[config.mk]
export PLATFORM = sky130hd
export DESIGN_NAME = conv_window_addr_gen_flat
export DESIGN_NICKNAME = d
export VERILOG_FILES = /design/src/rtl/conv_window_addr_gen_if.sv /design/src/rtl/conv_window_addr_gen.sv /design/src/flat_wrapper.sv
export SDC_FILE = /design/constraint.sdc
export NUM_CORES = 1
export LEC_CHECK = 0
export BUFFER_PORTS_ARGS = -buffer_cell sky130_fd_sc_hd__buf_2
export CORE_MARGIN = 5
export CORE_UTILIZATION = 59
export CTS_CLUSTER_SIZE = 25
export DETAILED_ROUTE_END_ITERATION = 10
export PLACE_DENSITY = 0.91
export SYNTH_ARGS = -nofsm -noshare
export SYNTH_HDL_FRONTEND = slang
export SYNTH_SLANG_ARGS = --single-unit
export TNS_END_PERCENT = 1
[constraint.sdc]
create_clock -name clk -period 6.6 [get_ports clk]
set_input_delay 1.32 -clock clk [delete_from_list [all_inputs] [get_ports clk]]
set_output_delay 1.32 -clock clk [all_outputs]
set_load 0.005 [all_outputs]
[src/rtl/conv_window_addr_gen_if.sv]
// Beat bus between the convolution window address generator and its consumer.
// The generator drives the beat fields and status. The consumer drives start and out_ready.
interface conv_window_addr_gen_if #(
    parameter int ADDR_WIDTH = 8
);
    logic                          start;
    logic                          busy;
    logic                          out_valid;
    logic                          out_ready;
    logic [ADDR_WIDTH-1:0]         out_row;
    logic [ADDR_WIDTH-1:0]         out_col;
    logic [ADDR_WIDTH-1:0]         k_row;
    logic [ADDR_WIDTH-1:0]         k_col;
    logic signed [ADDR_WIDTH:0]    in_row;
    logic signed [ADDR_WIDTH:0]    in_col;
    logic [2*ADDR_WIDTH-1:0]       in_addr;
    logic                          pad;
    logic                          last_tap;
    logic                          last;
    logic                          done;

    modport master (
        input  start, out_ready,
        output busy, out_valid, out_row, out_col, k_row, k_col,
               in_row, in_col, in_addr, pad, last_tap, last, done
    );

    modport slave (
        output start, out_ready,
        input  busy, out_valid, out_row, out_col, k_row, k_col,
               in_row, in_col, in_addr, pad, last_tap, last, done
    );
endinterface

[src/rtl/conv_window_addr_gen.sv]
// Convolution window address generator.
// Sweeps every (output pixel, kernel tap) pair of one frame, one beat per accepted handshake.
// Each beat carries the input coordinate it reads. Coordinates in the zero-pad border are
// flagged with pad and given address 0.
module conv_window_addr_gen #(
    parameter int ADDR_WIDTH = 8,
    parameter int IN_H       = 4,
    parameter int IN_W       = 4,
    parameter int K_H        = 3,
    parameter int K_W        = 3,
    parameter int STRIDE     = 1,
    parameter int PADDING    = 1
) (
    input  logic                   clk,
    input  logic                   rst_n,
    conv_window_addr_gen_if.master bus
);
    localparam int OUT_H = (IN_H + 2*PADDING - K_H) / STRIDE + 1;
    localparam int OUT_W = (IN_W + 2*PADDING - K_W) / STRIDE + 1;

    localparam logic [ADDR_WIDTH-1:0] K_H_MAX   = ADDR_WIDTH'(K_H - 1);
    localparam logic [ADDR_WIDTH-1:0] K_W_MAX   = ADDR_WIDTH'(K_W - 1);
    localparam logic [ADDR_WIDTH-1:0] OUT_H_MAX = ADDR_WIDTH'(OUT_H - 1);
    localparam logic [ADDR_WIDTH-1:0] OUT_W_MAX = ADDR_WIDTH'(OUT_W - 1);

    localparam logic signed [ADDR_WIDTH:0] STRIDE_S = (ADDR_WIDTH+1)'(STRIDE);
    localparam logic signed [ADDR_WIDTH:0] PAD_S    = (ADDR_WIDTH+1)'(PADDING);
    localparam logic signed [ADDR_WIDTH:0] IN_H_S   = (ADDR_WIDTH+1)'(IN_H);
    localparam logic signed [ADDR_WIDTH:0] IN_W_S   = (ADDR_WIDTH+1)'(IN_W);
    localparam logic [2*ADDR_WIDTH-1:0]    IN_W_L   = (2*ADDR_WIDTH)'(IN_W);

    typedef enum logic [1:0] {IDLE, RUN, DONE} state_t;

    state_t state, state_next;

    logic [ADDR_WIDTH-1:0] out_row_q, out_col_q, k_row_q, k_col_q;
    logic                  clear, advance;
    logic                  last_tap, last;
    logic signed [ADDR_WIDTH:0] in_row, in_col;
    logic                  pad;

    // State register. Reset abandons any frame in flight.
    always_ff @(posedge clk or negedge rst_n) begin
        if (!rst_n) state <= IDLE;
        else        state <= state_next;
    end

    // Next state, plus the counter clear/advance strobes derived from the handshake.
    always_comb begin
        state_next = state;
        clear      = 1'b0;
        advance    = 1'b0;
        case (state)
            IDLE: begin
                if (bus.start) begin
                    state_next = RUN;
                    clear      = 1'b1;
                end
            end
            RUN: begin
                if (bus.out_ready) begin
                    advance = 1'b1;
                    if (last) state_next = DONE;
                end
            end
            DONE:    state_next = IDLE;
            default: state_next = IDLE;
        endcase
    end

    // Nested loop counters: k_col innermost, then k_row, out_col, out_row.
    always_ff @(posedge clk or negedge rst_n) begin
        if (!rst_n) begin
            out_row_q <= '0;
            out_col_q <= '0;
            k_row_q   <= '0;
            k_col_q   <= '0;
        end else if (clear) begin
            out_row_q <= '0;
            out_col_q <= '0;
            k_row_q   <= '0;
            k_col_q   <= '0;
        end else if (advance) begin
            if (k_col_q == K_W_MAX) begin
                k_col_q <= '0;
                if (k_row_q == K_H_MAX) begin
                    k_row_q <= '0;
                    if (out_col_q == OUT_W_MAX) begin
                        out_col_q <= '0;
                        out_row_q <= (out_row_q == OUT_H_MAX) ? '0 : out_row_q + ADDR_WIDTH'(1);
                    end else begin
                        out_col_q <= out_col_q + ADDR_WIDTH'(1);
                    end
                end else begin
                    k_row_q <= k_row_q + ADDR_WIDTH'(1);
                end
            end else begin
                k_col_q <= k_col_q + ADDR_WIDTH'(1);
            end
        end
    end

    assign last_tap = (k_row_q == K_H_MAX) && (k_col_q == K_W_MAX);
    assign last     = last_tap && (out_row_q == OUT_H_MAX) && (out_col_q == OUT_W_MAX);

    assign in_row = $signed({1'b0, out_row_q}) * STRIDE_S + $signed({1'b0, k_row_q}) - PAD_S;
    assign in_col = $signed({1'b0, out_col_q}) * STRIDE_S + $signed({1'b0, k_col_q}) - PAD_S;
    assign pad    = (in_row < 0) || (in_row >= IN_H_S) || (in_col < 0) || (in_col >= IN_W_S);

    assign bus.busy      = (state != IDLE);
    assign bus.out_valid = (state == RUN);
    assign bus.done      = (state == DONE);
    assign bus.out_row   = out_row_q;
    assign bus.out_col   = out_col_q;
    assign bus.k_row     = k_row_q;
    assign bus.k_col     = k_col_q;
    assign bus.in_row    = in_row;
    assign bus.in_col    = in_col;
    assign bus.pad       = pad;
    assign bus.last_tap  = last_tap;
    assign bus.last      = last;
    assign bus.in_addr   = pad ? '0
                         : (2*ADDR_WIDTH)'(in_row[ADDR_WIDTH-1:0]) * IN_W_L
                           + (2*ADDR_WIDTH)'(in_col[ADDR_WIDTH-1:0]);
endmodule

[src/flat_wrapper.sv]
// flat-port wrapper written by rule: the top's interface ports become plain ports
module conv_window_addr_gen_flat 
#(
    parameter int ADDR_WIDTH = 8,
    parameter int IN_H       = 4,
    parameter int IN_W       = 4,
    parameter int K_H        = 3,
    parameter int K_W        = 3,
    parameter int STRIDE     = 1,
    parameter int PADDING    = 1
)
  (clk, rst_n, bus_start, bus_out_ready, bus_busy, bus_out_valid, bus_out_row, bus_out_col, bus_k_row, bus_k_col, bus_in_row, bus_in_col, bus_in_addr, bus_pad, bus_last_tap, bus_last, bus_done);
  conv_window_addr_gen_if #(.ADDR_WIDTH(ADDR_WIDTH)) bus_i ();
  input  logic clk;
  input  logic rst_n;
  input wire logic [$bits(bus_i.start)-1:0] bus_start;
  input wire logic [$bits(bus_i.out_ready)-1:0] bus_out_ready;
  output wire logic [$bits(bus_i.busy)-1:0] bus_busy;
  output wire logic [$bits(bus_i.out_valid)-1:0] bus_out_valid;
  output wire logic [$bits(bus_i.out_row)-1:0] bus_out_row;
  output wire logic [$bits(bus_i.out_col)-1:0] bus_out_col;
  output wire logic [$bits(bus_i.k_row)-1:0] bus_k_row;
  output wire logic [$bits(bus_i.k_col)-1:0] bus_k_col;
  output wire logic [$bits(bus_i.in_row)-1:0] bus_in_row;
  output wire logic [$bits(bus_i.in_col)-1:0] bus_in_col;
  output wire logic [$bits(bus_i.in_addr)-1:0] bus_in_addr;
  output wire logic [$bits(bus_i.pad)-1:0] bus_pad;
  output wire logic [$bits(bus_i.last_tap)-1:0] bus_last_tap;
  output wire logic [$bits(bus_i.last)-1:0] bus_last;
  output wire logic [$bits(bus_i.done)-1:0] bus_done;
  assign bus_i.start = bus_start;
  assign bus_i.out_ready = bus_out_ready;
  assign bus_busy = bus_i.busy;
  assign bus_out_valid = bus_i.out_valid;
  assign bus_out_row = bus_i.out_row;
  assign bus_out_col = bus_i.out_col;
  assign bus_k_row = bus_i.k_row;
  assign bus_k_col = bus_i.k_col;
  assign bus_in_row = bus_i.in_row;
  assign bus_in_col = bus_i.in_col;
  assign bus_in_addr = bus_i.in_addr;
  assign bus_pad = bus_i.pad;
  assign bus_last_tap = bus_i.last_tap;
  assign bus_last = bus_i.last;
  assign bus_done = bus_i.done;
  conv_window_addr_gen #(.ADDR_WIDTH(ADDR_WIDTH), .IN_H(IN_H), .IN_W(IN_W), .K_H(K_H), .K_W(K_W), .STRIDE(STRIDE), .PADDING(PADDING)) u_core (.clk(clk), .rst_n(rst_n), .bus(bus_i));
endmodule
# ---- After elaboration in Yosys (flattened, before gate mapping)
# Index checks and enable logic that the tools add are counted.
dict set report classes {
  add_sub_neg 9
  multipliers 0
  n_div 0
  order_cmp 4
  n_eq_ne 9
  shift 0
  mux 27
  n_bitwise 0
  n_reduce_logical 16
}
# operator count
set ops {}
lappend ops {{$mux W8} 18}
lappend ops {{$add A8 B1 Y8 const B} 4}
lappend ops {{$eq A8 B2 Y1 const B} 4}
lappend ops {{$add A8 B8 Y9} 2}
lappend ops {{$ge A9 B4 Y1 const B} 2}
lappend ops {{$lt A9 B1 Y1 const B} 2}
lappend ops {{$sub A9 B2 Y9 const B} 2}
lappend ops {{$mux W16} 1}
lappend ops {{$add A10 B8 Y11} 1}
lappend ops {{$reduce_bool A2 Y1} 5}
lappend ops {{$mux W2} 3}
lappend ops {{$reduce_and A3 Y1} 2}
lappend ops {{$mux W1} 4}
lappend ops {{$ne A2 B2 Y1 const B} 2}
lappend ops {{$pmux W2 S2} 1}
lappend ops {{$reduce_and A4 Y1} 1}
lappend ops {{$logic_and A1 B1 Y1} 3}
lappend ops {{$logic_or A1 B1 Y1} 3}
lappend ops {{$eq A2 B1 Y1 const B} 1}
lappend ops {{$eq A2 B2 Y1 const B} 1}
lappend ops {{$logic_not A2 Y1} 1}
lappend ops {{$ne A2 B1 Y1 const B} 1}
lappend ops {{$reduce_and A2 Y1} 1}
dict set report totals {
  reg_bits 34
  latchBits 0
  ramBits 0
  rom_bits 0
  input_bits 4
  output_inout_bits 72
  wordCells 70
  memories 0
}

# ---- Longest topological paths before layout
dict set report depth {
  ltp_word 7
  depth_mapped 14
  mapped_depth_nobuf 14
}

# ---- Least setup slack after synthesis
# No wires, ideal clock.
dict set report synth_path {
  kind {register -> output}
  from {register u_core.out_col_q[1], in the netlist u_core.bus.out_col[1]}
  to {output bus_in_addr[7]}
  t_arrival_ns 2.791
  required_ns 5.280
  slack_ns 2.489
  path_stages_with_launch 14
  path_buffers 0
  cell_sequence {dfrtp_1 inv_1 ha_1 inv_1 ha_1 fa_1 xor2_1 ha_1 a21o_1 a21oi_1 o21bai_1 a21oi_1 xor2_1 nor3_2}
}
dict set report synth_between {
  elab_chain_len 6
  elab_cells_between_ends 8
  cone_classes {3 x add/sub; 2 x order compare; 1 x mux; 2 x reduce/logical}
}
# element line_no
set synth_lines {}
lappend synth_lines {{start, declared} conv_window_addr_gen.sv:36} ;# logic [ADDR_WIDTH-1:0] out_row_q, out_col_q, k_row_q, k_col_q;
lappend synth_lines {{start signal, assigned} conv_window_addr_gen.sv:92} ;# out_col_q <= out_col_q + ADDR_WIDTH'(1);
lappend synth_lines {{$add A8 B8 Y9 (*)} conv_window_addr_gen.sv:107} ;# assign in_col = $signed({1'b0, out_col_q}) * STRIDE_S + $signed({1'b0, k_col_q}) - PAD_S;
lappend synth_lines {{$sub A9 B2 Y9 (*)} conv_window_addr_gen.sv:107}
lappend synth_lines {{named net bus_in_col[3]} flat_wrapper.sv:25} ;# output wire logic [$bits(bus_i.in_col)-1:0] bus_in_col;
lappend synth_lines {{$lt A9 B1 Y1} conv_window_addr_gen.sv:108} ;# assign pad = (in_row < 0) || (in_row >= IN_H_S) || (in_col < 0) || (in_col >= IN_W_S);
lappend synth_lines {{$logic_or A1 B1 Y1 (2 in a row)} conv_window_addr_gen.sv:108}
lappend synth_lines {{$mux W16 (*)} conv_window_addr_gen.sv:122} ;# assign bus.in_addr = pad ? '0
lappend synth_lines {{end, declared} flat_wrapper.sv:26} ;# output wire logic [$bits(bus_i.in_addr)-1:0] bus_in_addr;
# Mark *: on every way through the listed nets, which the timed path passes. The rest lies on a longest branch.

# ---- Worst setup path in the final report
dict set report layout_path {
  from {register u_core.out_col_q[1], in the netlist u_core.bus.out_col[1]}
  to {output bus_pad}
}
dict set report layout_between {
  elab_chain_len 5
  elab_cells_between_ends 6
  cone_classes {2 x add/sub; 2 x order compare; 2 x reduce/logical}
}
# element line_no
set layout_lines {}
lappend layout_lines {{$add A8 B8 Y9 (*)} conv_window_addr_gen.sv:107}
lappend layout_lines {{$sub A9 B2 Y9 (*)} conv_window_addr_gen.sv:107}
lappend layout_lines {{$lt A9 B1 Y1} conv_window_addr_gen.sv:108}
lappend layout_lines {{$logic_or A1 B1 Y1} conv_window_addr_gen.sv:108}
lappend layout_lines {{$logic_or A1 B1 Y1 (*)} conv_window_addr_gen.sv:108}
lappend layout_lines {{end, declared} flat_wrapper.sv:27} ;# output wire logic [$bits(bus_i.pad)-1:0] bus_pad;
# Every way passes the cells marked *; elsewhere a longest branch is shown, timed or not.

==> summary.md <==
| Metric | Value |
|---|---|
| Starting DRT DRC Count | 119 |
| Syn-to-layout area delta | 14.4% |
| Leak | ~1.9 nW |
| WHS | 0.546 ns |
| Origin of the critical flop-to-flop path | u_core.bus.k_col[0]$_DFFE_PN0P_ |
| Kind of critical path | reg -> out |
| Final cell count without fillers | between 500 and 600 |
| Worst path max stage delay | around 0.53 ns |
| Status | completed |
| Count leader, synth | inv_1 |
| Syn_area_per_cell | approximately 8.1 um^2 |
| Share of post-route cells with drive strength above 1 | around a fifth |
| Max Cap Violations | 0 |
| Port Buf Inserts | 68 |
| Hold path depth | 1 |
| Pre-CTS setup slack | ~1.9 ns |
| Area occupied by registers | around 850 um^2 |
| Routed length per instance | ~15 um |
| Inserted Clock Buffers | 5 |
| Post-synthesis sequential area ratio | between 20% and 30% |
| Commonest cells in the netlist | inv_1, ha_1, dfrtp_1, nor2_1, xnor2_1 |
| Worst-skew pair later-pin latency | around 0.3 ns |
| Worst EP arrival | ~3.7 ns |
| Mapped Cells | between 300 and 400 |
| Leading area contributor after synthesis | dfrtp_1 |
| Synth unique cells | between 50 and 60 |
| PnR worst setup slack | between 1.5 and 2 ns |
| Yosys top cell area share | about a quarter |
| Final WL | 7820 um |
| Via count | 3053 |
| Warnings, synthesis | 0 |
| DRC | 0 |
| H-tree depth | 2 |
| Gpl congestion | around 0.90 |
| CP Max Fanout | 10 |
| CTS tree | done |
| Full die area | between 6000 and 7000 um^2 |
| Mapped Area | between 3000 and 4000 um^2 |
| Critical path required time | ~5.3 ns |
| Row count | 26 |
| Crit path buf inv count | 3 |
| Hold endpoint | u_core.bus.out_row[0]$_DFFE_PN0P_ |
| Die H | between 80 and 90 um |
| Final nets | a little over 500 |
| ANT cells | 0 |
| CP Depth | 12 |
| RSZ-0062 raised after global routing | no |
| Footprint of the multi-input gates | approximately 2000 um^2 |
| CTS Root Cell | clkbuf_8 |
| First-pass GRT wire length | 13000 um |
| Vias in the first global route | between 2000 and 3000 |
| VDD IR-drop max | ~0.42 mV |
| DP Area | 3560 um^2 |
| Initial Util | approximately 60% |
| Finish-stage setup viols | 0 |
| Design area | 3660 um^2 |
| Clock Path Buffers | 2 |
| Cts repair resizes | 0 |
| Cell family with most CP delay | simple AND/OR/NAND/NOR gates |
| DP Wirelength | 6390 um |
| Total Routing Usage GR | between 20 and 25% |
| Clk sinks | 34 |
| IO Pins | 76 |
| Max Slew Vio Count | 0 |
| # placed instances | ~520 |
| R2R depth | 8 |
| Critical path endpoint category | primary output |
| Final TNS setup | 0 ns |
| Core ar. | between 5000 and 6000 um^2 |
| R2R setup slack | 3.47 ns |
| EDFF count, synth | 0 |
| Pin count of the biggest net entering global routing | 35 |
| GRT overflow | 0 |
| Crit path cell chain | inv_1, ha_1, inv_1, ha_1, fa_1, a211oi_1, nor2_1, xor2_1, nor4_1, nand4bb_1, or2_1, buf_2 |
| 1st-pass router iterations | 4 |
| Worst rel slew slack | roughly a third |
| Synth top area cells | dfrtp_1, ha_1, inv_1 |
| Slowest CP cell | nand4bb_1 |
| FILL cells | 407 |
| Fin Clk Skew | approximately 0.014 ns |
| FMAX | approximately 200 MHz |
| Final Critical Period | 5.03 ns |
| Synth Register Bits | 34 |
| Die Width | around 84 um |
| Initial antenna violation count | 0 |
| DRT antenna net count | 0 |
| Main synth FF type | dfrtp_1 |
| Via density | 5.73 |
| # Post-CTS Setup Buffers | 0 |
| Worst Min Path Start | u_core.bus.out_row[0]$_DFFE_PN0P_ |
| Clk slew on worst S/H paths | roughly 0.08 ns |
| Final Hold Vio Count | 0 |
| RR Endpoint | u_core.bus.out_row[6]$_DFFE_PN0P_ |
| Power Density | ~580 nW/um^2 |
| Period utilization | ~76% |
| FFs w/ async S/R, synth | 100% |
| Worst-Margin Slew | 1.03 ns |
| Worst Hold Class | reg -> reg |
| Element type at the critical path start | flip-flop |
| CTS Hold Bufs | 0 |
==> how the worst max path moves through the flow <==
stage	startpoint	to
floorplan	u_core.bus.out_col[1]$_DFFE_PN0P_	bus_in_addr[7]
global placement	u_core.bus.k_row[2]$_DFFE_PN0P_	bus_pad
detailed placement	u_core.bus.out_col[1]$_DFFE_PN0P_	bus_pad
CTS	u_core.bus.out_col[1]$_DFFE_PN0P_	bus_pad
global route	u_core.bus.out_col[1]$_DFFE_PN0P_	bus_pad
finish	u_core.bus.out_col[1]$_DFFE_PN0P_	bus_pad
==> sequential cells by signal, indices dropped and copies added (netlist names) <==
signal	cells
u_core.bus.k_col	8
u_core.bus.k_row	8
u_core.bus.out_row	8
u_core.bus.out_col	8
u_core.state	2
==> routing by layer <==
metal	GRT usage [%]	vias up	part of all wire, %
li1	-	1456	-
met1	27.9	1455	40
met2	37.5	119	50
met3	4.24	23	7.0
met4	8.04	0	3.0
met5	0	-	0
==> cell families (layout without fill, tap and decap cells) <==
family,count (synthesis),count (layout),synth area share [%]
simple gates,136,136,22.9
buf+inv,83,147,10.9
compound gates,64,64,12.8
fa+ha+maj,45,45,18.3
flops,34,34,26.6
xor+xnor,28,28,7.67
mux,2,2,0.626
other cells,1,7,0.117
==> power by group <==
group	internal (mW)	switching [mW]	total, mW
logic	0.706	0.916	1.62
registers	0.262	0.0739	0.336
clock network	0.0842	0.0785	0.163
==> worst register-to-register path, cell delays in order, from the launching register on <==
cell	delay [ns]
dfrtp_1	0.43
inv_1	0.13
ha_1	0.15
nor4b_1	0.43
nand4_1	0.33
a21oi_1	0.89
nand2_1	0.15
nor2_1	0.38
nor2_1	0.10
==> stage by stage <==
step / util, % / power (mW)
floorplan: - / 1.50
global placement: 68.8 / 1.89
detailed placement: 68.8 / 1.96
CTS: 70.6 / 2.13
global route: 70.7 / 2.36
finish: 70.7 / 2.12
==> placed cells by master (no fill, tap or decap), types with 4 or more instances in the layout <==
| master | instances |
|---|---|
| nand4_1 | 14 |
| buf_2 | 68 |
| o21ai_0 | 18 |
| inv_1 | 70 |
| clkbuf_8 | 6 |
| or3_1 | 4 |
| dfrtp_1 | 34 |
| ha_1 | 42 |
| nor3_2 | 6 |
| nand3_1 | 14 |
| nand2_1 | 23 |
| a21o_1 | 7 |
| xor2_1 | 4 |
| conb_1 | 7 |
| a21oi_1 | 20 |
| nor2_1 | 34 |
| nor3_1 | 14 |
| nor2b_1 | 6 |
| xnor2_1 | 24 |
==> layout make-up <==
class / instances / area share [%]
well taps: 70 / 2.39
clock buffers: 7 / 2.36
inverters: 70 / 7.18
flip-flops and latches: 34 / 23.3
clock inverters: 1 / 0.137
repair buffers: 69 / 9.44
multi-input cells: 282 / 55.2
Power figures use the tool's default switching activity.
